## src/rtl/phase_sequencer.sv

```systemverilog
// Tick-paced phase sequencer feeding a CORDIC stage with start vector and angle.
// Optional dither on the captured angle: define PHASE_SEQUENCER_DITHER_EN.
module phase_sequencer #(
    parameter int               ACC_WIDTH = 16,
    parameter logic signed [7:0] X_INIT   = 8'sd78
) (
    input  logic                  clk_i,
    input  logic                  rstn_i,
    input  logic                  enable_i,
    input  logic [ACC_WIDTH-1:0]  freq_word_i,
    input  logic signed [7:0]     phase_offset_i,
    input  logic [7:0]            div_i,
    input  logic                  cordic_done_i,
    output logic signed [7:0]     X_o,
    output logic signed [7:0]     Y_o,
    output logic signed [7:0]     Z_o,
    output logic                  strb_data_valid_o,
    output logic                  busy_o,
    output logic                  overrun_o
);
    typedef enum logic [1:0] {IDLE, COUNT, ISSUE, WAIT} state_t;

    state_t               state;
    logic [7:0]           cnt;
    logic [ACC_WIDTH-1:0] acc;
    logic                 tick;
    logic [7:0]           z_next;

    assign tick = (state != IDLE) && (cnt == div_i);
    assign X_o  = X_INIT;
    assign Y_o  = '0;

`ifdef PHASE_SEQUENCER_DITHER_EN
    logic [7:0] lfsr;

    // Advances on every accepted or dropped tick so the dither stays tick-locked.
    always_ff @(posedge clk_i or negedge rstn_i) begin
        if (!rstn_i)
            lfsr <= 8'hA5;
        else if (enable_i && tick)
            lfsr <= {lfsr[6:0], lfsr[7] ^ lfsr[5] ^ lfsr[4] ^ lfsr[3]};
    end

    assign z_next = acc[ACC_WIDTH-1 -: 8] + $unsigned(phase_offset_i) + {7'd0, lfsr[0]};
`else
    assign z_next = acc[ACC_WIDTH-1 -: 8] + $unsigned(phase_offset_i);
`endif

    always_ff @(posedge clk_i or negedge rstn_i) begin
        if (!rstn_i) begin
            state             <= IDLE;
            cnt               <= '0;
            acc               <= '0;
            Z_o               <= '0;
            strb_data_valid_o <= 1'b0;
            busy_o            <= 1'b0;
            overrun_o         <= 1'b0;
        end else if (!enable_i) begin
            // Dropping enable abandons any in-flight request immediately.
            state             <= IDLE;
            cnt               <= '0;
            acc               <= '0;
            strb_data_valid_o <= 1'b0;
            busy_o            <= 1'b0;
            overrun_o         <= 1'b0;
        end else begin
            strb_data_valid_o <= 1'b0;
            if (state == IDLE) begin
                cnt       <= '0;
                acc       <= '0;
                overrun_o <= 1'b0;
                busy_o    <= 1'b0;
                state     <= COUNT;
            end else begin
                cnt <= tick ? 8'd0 : cnt + 8'd1;
                if (tick)
                    acc <= acc + freq_word_i;
                case (state)
                    COUNT: if (tick) begin
                        Z_o               <= z_next;
                        strb_data_valid_o <= 1'b1;
                        busy_o            <= 1'b1;
                        state             <= ISSUE;
                    end
                    ISSUE: begin
                        if (tick)
                            overrun_o <= 1'b1;
                        state <= WAIT;
                    end
                    WAIT: begin
                        // A tick landing with done is still a dropped sample.
                        if (tick)
                            overrun_o <= 1'b1;
                        if (cordic_done_i) begin
                            busy_o <= 1'b0;
                            state  <= COUNT;
                        end
                    end
                    default: ;
                endcase
            end
        end
    end
endmodule

```

## config.mk

```make
export PLATFORM = sky130hd
export DESIGN_NAME = phase_sequencer
export DESIGN_NICKNAME = d
export VERILOG_FILES = /design/src/rtl/phase_sequencer.sv
export SDC_FILE = /design/constraint.sdc
export NUM_CORES = 1
export LEC_CHECK = 0
export ABC_CLOCK_PERIOD_IN_PS = 2200
export CORE_AREA = 2 2 110 112
export CTS_CLUSTER_SIZE = 16
export DETAILED_ROUTE_END_ITERATION = 6
export DIE_AREA = 0 0 112 114
export DONT_BUFFER_PORTS = 1
export HOLD_SLACK_MARGIN = 0.05
export SLEW_MARGIN = 0
export SYNTH_ARGS = -nofsm -noshare
export SYNTH_HDL_FRONTEND = slang
export SYNTH_SLANG_ARGS = --single-unit
export TNS_END_PERCENT = 20
```

## constraint.sdc

```tcl
create_clock -name clk_i -period 2.2 [get_ports clk_i]
set_clock_uncertainty 0.1 [all_clocks]
set_input_delay 0.33 -clock clk_i [delete_from_list [all_inputs] [get_ports clk_i]]
set_output_delay 0.33 -clock clk_i [all_outputs]
set_load 0.05 [all_outputs]
```

; Yosys cells after proc, flatten, opt, wreduce, memory -nomap -nowiden
; Cells that the tools add are included.
[classes]
addsub = 3
n_eq_ne = 10
mux = 23
bitwise = 1
n_reduce_logical = 8
[ops]
columns = cell, n
row1 = 16-bit 2-to-1 mux, 3
row2 = 8-bit 2-to-1 mux, 3
row3 = 16-bit adder, 1
row4 = 1-bit 2-to-1 mux, 11
row5 = 8-bit by 1-bit adder with 8-bit output (second input constant), 1
row6 = 8-bit adder, 1
row7 = 8-bit == test, 1
row8 = 2-bit 2-to-1 mux, 4
row9 = 4-bit inequality test (second input constant), 2
row10 = 2-bit case mux with 3 select lines, 1
row11 = 3-bit AND reduction, 2
row12 = 5-bit by 1-bit inequality test with 1-bit output (second input constant), 1
row13 = 2-bit == test (second input constant), 2
row14 = 4-bit by 1-bit inequality test with 1-bit output (second input constant), 1
row15 = 4-bit AND reduction, 1
row16 = 3-bit by 1-bit inequality test with 1-bit output (second input constant), 1
row17 = 3-bit by 2-bit inequality test with 1-bit output (second input constant), 1
row18 = 2-bit by 1-bit == test with 1-bit output (second input constant), 1
row19 = 2-bit logical NOT, 1
row20 = 1-bit case mux with 2 select lines, 1
row21 = 2-bit AND reduction, 1
row22 = 2-bit nonzero test, 1
row23 = 2-bit OR reduction, 1
row24 = 1-bit logical AND, 1
row25 = 1-bit NOT, 1
[totals]
register_bits = 37
inputBits = 36

; Longest topological paths before layout
; Gate-level depths: netlist of the first run.
[logic_depth]
ltp_word = 6
depth_mapped = 9
ltp_nobuf = 9

; Least setup slack after synthesis of the first run
; No wires, ideal clock.
[synth_path]
path_type = flip-flop to flip-flop
startpoint = register acc[4]
endpoint = register acc[11]
arrival_ps = 1999
slack_ps = 31
path_stages_with_launch = 8
synth_period_minus_slack_ps = 2169
path_cell_list = dfrtp_1 -> ha_1 -> a21o_1 -> a31o_2 -> o21ai_0 -> a21oi_1 -> or3_1 -> nand3_1
[synth_via]
elab_chain_cells = 4
[synth_rtl]
columns = item, line_no
row1 = "start, declared", 25  ; logic [ACC_WIDTH-1:0] acc;
row2 = "start signal, assigned", 77  ; acc <= acc + freq_word_i;
row3 = 16-bit adder, 77
row4 = 16-bit 2-to-1 mux, 76  ; if (tick)
row5 = 16-bit 2-to-1 mux, 68  ; if (state == IDLE) begin
row6 = 16-bit 2-to-1 mux, 58  ; end else if (!enable_i) begin
; No other way between the ends. The select of a mux whose other input is x is not followed.
; A chain may end at the register's enable or synchronous reset.

; Final worst setup path of the first run
[layout_path]
startpoint = register acc[4]
endpoint = register acc[15]
; The elaborated chain is that of the path after synthesis.

==> results of run 1 <==
==> final cells by class <==
class	count	area, µm²	area share [%]
Clock buffer	6	139	4.09
Tap cell	147	184	5.41
Timing Repair Buffer	23	204	6.00
Inverter	15	56.3	1.66
Sequential cell	37	927	27.3
Multi-Input combinational cell	262	1850	54.4
Clock inverter	2	37.5	1.10
==> worst paths after layout <==
path / from / endpoint / slack [ns] / cells past startpoint
hold / removal: enable_i / busy_o$_DFFE_PN0P_ / 0.09 / 2
max in group asynchronous: rstn_i / cnt[5]$_DFF_PN0_ / 1.37 / 2
setup / recovery: acc[4]$_DFFE_PN0P_ / acc[15]$_DFFE_PN0P_ / 0.08 / 8
min in group asynchronous: rstn_i / acc[1]$_DFFE_PN0P_ / 0.43 / 2
hold reg to reg: acc[5]$_DFFE_PN0P_ / acc[5]$_DFFE_PN0P_ / 0.43 / 2
setup reg to reg: acc[4]$_DFFE_PN0P_ / acc[15]$_DFFE_PN0P_ / 0.08 / 8
==> registers in the layout (all words and copies together) (netlist names) <==
| register | count |
|---|---|
| overrun_o | 1 |
| Z_o | 8 |
| strb_data_valid_o | 1 |
| acc | 16 |
| cnt | 8 |
| busy_o | 1 |
| state | 2 |
==> repair_timing <==
| item | in CTS | in global routing |
|---|---|---|
| setup buffers | 0 | 2 |
| endpoints found under the setup margin | 4 | 14 |
| resized for setup | 6 | 24 |
| hold buffers | 2 | 0 |
| pin swaps | 0 | 5 |
| hold endpoints to repair | 37 | 0 |
==> power breakdown <==
group	internal (W)	switching, W	leakage (nW)	total, W
Combinational	0.000219	0.000360	0.926	0.000579
Clock	0.000565	0.000284	0.0831	0.000849
Sequential	0.000717	0.0000724	0.512	0.000790
==> through the flow <==
stage                     utilization (%)  setup TNS [ns]
final                                29.0               0
after CTS                            27.9         -0.0564
after detailed placement             26.1          -0.286
after global routing                 29.0          -0.108
after global placement               26.1         -0.0758
after floorplan                         -               0
==> cells by family after synthesis <==
kind of cell	after synthesis
flops	37
compound gates	78
mux	5
simple gates	109
buf+inv	41
fa+ha+maj	31
xor+xnor	23
other cells	2
==> cell usage in the layout (no fill, tap or decap), drive strengths merged, types with 2 or more instances in the layout <==
cell type and n:
a2111oi 2, a211oi 4, a21boi 2, a21o 6, a21oi 21, a31o 2
a31oi 4, and2 2, and3 5, and4 2, buf 22, clkbuf 6
conb 16, dfrtp 37, fa 2, ha 29, inv 15, mux2i 4
nand2 31, nand3 17, nand4 2, nor2 30, nor2b 3, nor3 8
nor4 3, o21a 6, o21ai 19, o31ai 4, or3 3, xnor2 5
xor2 18
==> worst register-to-register path, stage by stage, from the launching register on <==
cell and delay (ns):
dfrtp_1 0.41, ha_4 0.32, nand3_1 0.10, nor2_2 0.18
o21ai_0 0.10, buf_4 0.16, a2111o_1 0.36, o21ai_1 0.10
mux2i_1 0.21
==> layer usage <==
metal / GRT usage (%) / share of wire [%] / up-vias
li1: - / - / 1161
met3: 4.73 / 7.4 / 5
met5: 0 / 0 / -
met1: 12.6 / 43 / 1130
met2: 18.9 / 48 / 58
met4: 3.50 / 1.2 / 0
==> impl_metrics.tcl, run 1 <==
set metrics [dict create \
    status "finished, final reports clean" \
    synth_area_leaders "dfrtp_1 (33%), ha_1 (13%), xor2_1 (5.6%), buf_4 (4.3%), nand2_1 (4.1%)" \
    fin_nets 411 \
    clk_path_buf_depth 2 \
    cp.required_ns 2.30 \
    p_leak_nw 1.52 \
    yosysSeqAreaShare_pct 32.8 \
    first_iter_violations 124 \
    num_rows 40 \
    viasPerCell 4.78 \
    mappedNetlistArea_um2 2820 \
    die_area_um2 12800 \
    synthAdderAreaFrac_pct 14.3 \
    clk_pin_slew_ns 0.06 \
    crit_chain "ha_4 > nand3_1 > nor2_2 > o21ai_0 > buf_4 > a2111o_1 > o21ai_1 > mux2i_1" \
    slew_violations 0 \
    dp_hpwl_um 5360 \
    synth_edf_count 0 \
    gp_congestion 0.895 \
    synth_warnings 0 \
    setup_viol 0 \
    p_per_area_nw_per_um2 653 \
    io_buffers 0 \
    first_pass_iters 4 \
    synth_top_family_by_area "simple AND/OR/NAND/NOR gates" \
    relSlewSlack_pct 66.6 \
    syn2layout_area_growth_pct 20.3 \
    clockRootBuffer "clkbuf_16" \
    ir_worst_vdd_mv 0.297 \
    yosys.area_share.simple_pct 18.3 \
    cp_slowest_cell "dfrtp_1" \
    dp.cells 480 \
    grt_overflow 0 \
    yosysUniqueCellTypes 46 \
    ys_seq_elements 37 \
    grt_pass1_vias 2302 \
    synth_area_per_cell_um2 8.66 \
    grt_pass1_wl_um 11200 \
    htreeDepth 2 \
    synth_top_area_share_pct 32.8 \
    yosysTopAreaCell "dfrtp_1" \
    cts_tree "built" \
    crit_family "compound AO/OA/AOI/OAI gates" \
    cp-end-kind "flip-flop" \
    synthMuxAreaShare_pct 1.82 \
    antennaDiodeCount 0 \
    cts_inserted_buffers 5 \
    wl_per_cell_um 14.0 \
    layout.cells.non_filler 492 \
    grt_usage_pct 11.1 \
    drc 0 \
    async_flop_share_pct 100 \
    setup_ws_ns 0.0751 \
    ios 63 \
    power_w 0.00222 \
    crit_fanout 6 \
    clk_latency_ns 0.29 \
    initial_utilization_pct 24.1 \
    cap_violations 0 \
    cts.sinks 37 \
    synth_xor_area_share_pct 7.14 \
    synth_compound_area_share_pct 17.7 \
    slowest_delay_ns 0.41 \
    ys.flop_type "dfrtp_1" \
    worstPathArrival_ns 2.23 \
    grt_max_degree 38 \
    layout-drive-gt1-share_pct 15.4 \
    synthTopCellsByCount "dfrtp_1 (37), nand2_1 (31), nor2_1 (30)" \
    coreArea_um2 11700 \
    holdWs_ns 0.0888 \
    critical_path_class "reg -> reg" \
    placed_area_um2 3050 \
    design_area_um2 3400 \
    crit_buf_inv 1 \
    synth_most_common_cell "dfrtp_1" \
    antenna_found_initial 0 \
    die_w_um 112 \
    final_hold_viol_count 0 \
    num-fill-cells 1210 \
    period_share_pct 96.6 \
    startpoint_type "flip-flop" \
    rsz0062_at_grt "true" \
    vias 2354 \
    hp-class "in -> reg" \
    tightest_slew_ns 0.501 \
    fmax_ghz 0.471 \
    die_h_um 114 \
    post-place-ws_ns -0.135 \
    fin_crit_ns 2.12 \
    drt_wl_total_um 6880 \
    synth_cells 326 \
    ant_nets 0 \
]
No activity file was read; power rests on OpenSTA's default activity.
==> run 2, diff against run 1 <==
--- a/config.mk
+++ b/config.mk
@@ -12,7 +12,7 @@
 export DIE_AREA = 0 0 112 114
 export DONT_BUFFER_PORTS = 1
 export HOLD_SLACK_MARGIN = 0.05
-export SLEW_MARGIN = 0
+export SLEW_MARGIN = 20
 export SYNTH_ARGS = -nofsm -noshare
 export SYNTH_HDL_FRONTEND = slang
 export SYNTH_SLANG_ARGS = --single-unit
==> constraint.sdc (replaced) <==
create_clock -name clk_i -period 2.2 [get_ports clk_i]
set_clock_uncertainty 0.1 [all_clocks]
set_input_delay 0.55 -clock clk_i [delete_from_list [all_inputs] [get_ports clk_i]]
set_output_delay 0.55 -clock clk_i [all_outputs]
set_load 0.05 [all_outputs]
==> run 2 against run 1 <==
  * Die area unchanged
  * Hold slack improved by 0.21 ns
  * Sequential power increased by 2%
  * Wire length increased by 4.9%
  * Clock power increased by 12%
  * Clock-buffer cell count decreased by 1
  * Combinational power increased by 2%
  * Core utilization increased by 1.3 points
  * Global-route usage increased by 0.46 points
  * Via count increased by 2.1%
  * Register-to-register slack about the same
==> impl_metrics.tcl, run 2 (synthesis gave the netlist of run 1 again) <==
set metrics [dict create \
    grt_overflow 0 \
    dp.cells 495 \
    fin_nets 428 \
    power_w 0.00234 \
    coreArea_um2 11700 \
    ios 63 \
    fin_crit_ns 2.11 \
    largestRegisters "acc x16, Z_o x8, cnt x8" \
    antenna_found_initial 0 \
    wl_per_cell_um 14.2 \
    first_pass_iters 4 \
    viasPerCell 4.72 \
    clk_pin_slew_ns 0.06 \
    tightest_slew_ns 0.505 \
    die_h_um 114 \
    rsz0062_at_grt "true" \
    first_iter_violations 119 \
    cts_inserted_buffers 5 \
    grt_pass1_wl_um 11700 \
    cts_tree "built" \
    layout-drive-gt1-share_pct 19.6 \
    clk_latency_ns 0.29 \
    ant_nets 0 \
    grt_max_degree 38 \
    grt_usage_pct 11.5 \
    setup_viol 0 \
    grt_pass1_vias 2346 \
    antennaDiodeCount 0 \
    slew_violations 0 \
    initial_utilization_pct 24.1 \
    htreeDepth 2 \
    worstPathArrival_ns 2.21 \
    gp_congestion 0.889 \
    clockRootBuffer "clkbuf_16" \
    io_buffers 0 \
    seq_area_um2 926 \
    ir_worst_vdd_mv 0.259 \
    drt_wl_total_um 7210 \
    cap_violations 0 \
    dp_hpwl_um 5500 \
    largest_reg_flops 16 \
    vias 2403 \
    layout.cells.non_filler 509 \
    fmax_ghz 0.473 \
    die_w_um 112 \
    relSlewSlack_pct 66.3 \
    period_share_pct 96.1 \
    final_hold_viol_count 0 \
    startpoint_type "flip-flop" \
    top_register "acc" \
    num_rows 40 \
    num-fill-cells 1213 \
    cp-end-kind "flip-flop" \
    multi_input_area_um2 1870 \
    p_per_area_nw_per_um2 659 \
    p_leak_nw 1.62 \
    crit_fanout 4 \
    die_area_um2 12800 \
    status "finished, final reports clean" \
    clk_path_buf_depth 2 \
    hp-class "in -> reg" \
    cp.required_ns 2.30 \
    drc 0 \
    syn2layout_area_growth_pct 25.8 \
    critical_path_class "reg -> reg" \
    cts.sinks 37 \
    layout_common_cells "dfrtp_1 (37), buf_4 (37), nand2_1 (31)" \
]
==> run 2: final cells by class <==
type / count / area share (%)
multi-input combinational: 262 / 52.6
clock inverter: 3 / 1.83
sequential: 37 / 26.1
timing repair buffer: 40 / 9.24
clock buffer: 5 / 3.52
inverter: 15 / 1.59
tap: 147 / 5.18
==> run 2: metrics by stage <==
step                      setup TNS [ns]  cell area, µm²  setup slack (ns)  util, %  hold WS, ns
after floorplan                   -0.272            2910           -0.0700        -        0.154
after global placement             -1.06            3180            -0.206     27.2        0.156
after detailed placement           -1.63            3180            -0.234     27.2        0.155
after CTS                        -0.0510            3440           -0.0324     29.4        0.298
after global routing             -0.0144            3550           -0.0141     30.3        0.295
final                                  0            3550            0.0858     30.3        0.297
==> run 2: path summary, 6_finish.rpt <==
path | depth (start not counted) | end | slack [ns] | start
setup / recovery | 9 | acc[12]$_DFFE_PN0P_ | 0.09 | acc[0]$_DFFE_PN0P_
hold reg to reg | 2 | acc[3]$_DFFE_PN0P_ | 0.42 | acc[3]$_DFFE_PN0P_
max in group asynchronous | 2 | acc[0]$_DFFE_PN0P_ | 1.17 | rstn_i
setup reg to reg | 9 | acc[12]$_DFFE_PN0P_ | 0.09 | acc[0]$_DFFE_PN0P_
hold / removal | 2 | busy_o$_DFFE_PN0P_ | 0.30 | enable_i
min in group asynchronous | 2 | cnt[6]$_DFF_PN0_ | 0.64 | rstn_i
==> run 2: per-layer routing <==
metal	vias to the layer above	track usage, %	part of all wire (%)
li1	1192	-	-
met1	1127	13.7	42
met2	75	19.6	49
met3	9	4.41	8.2
met4	0	3.17	1.4
met5	-	0	0
==> run 2: what timing repair did <==
action                                  4_1_cts  5_1_grt
hold buffers                                  2        0
setup buffers                                 1        3
endpoints found under the setup margin        6       18
hold endpoints to repair                     37        0
pin swaps                                     2        8
resized for setup                             6       20
==> run 2: report_power, final <==
part           total (W)  switching, W  internal [W]
clock           0.000947      0.000300      0.000648
sequential      0.000803     0.0000855      0.000717
combinational   0.000590      0.000372      0.000218
==> run 2: worst max-delay path: stages (launching register included) <==
cell,delay [ns]
dfrtp_1,0.38
ha_4,0.14
inv_2,0.03
fa_2,0.35
nor2b_4,0.15
o2111ai_4,0.17
a21boi_2,0.22
o21ai_1,0.11
xor2_1,0.15
a211oi_2,0.22
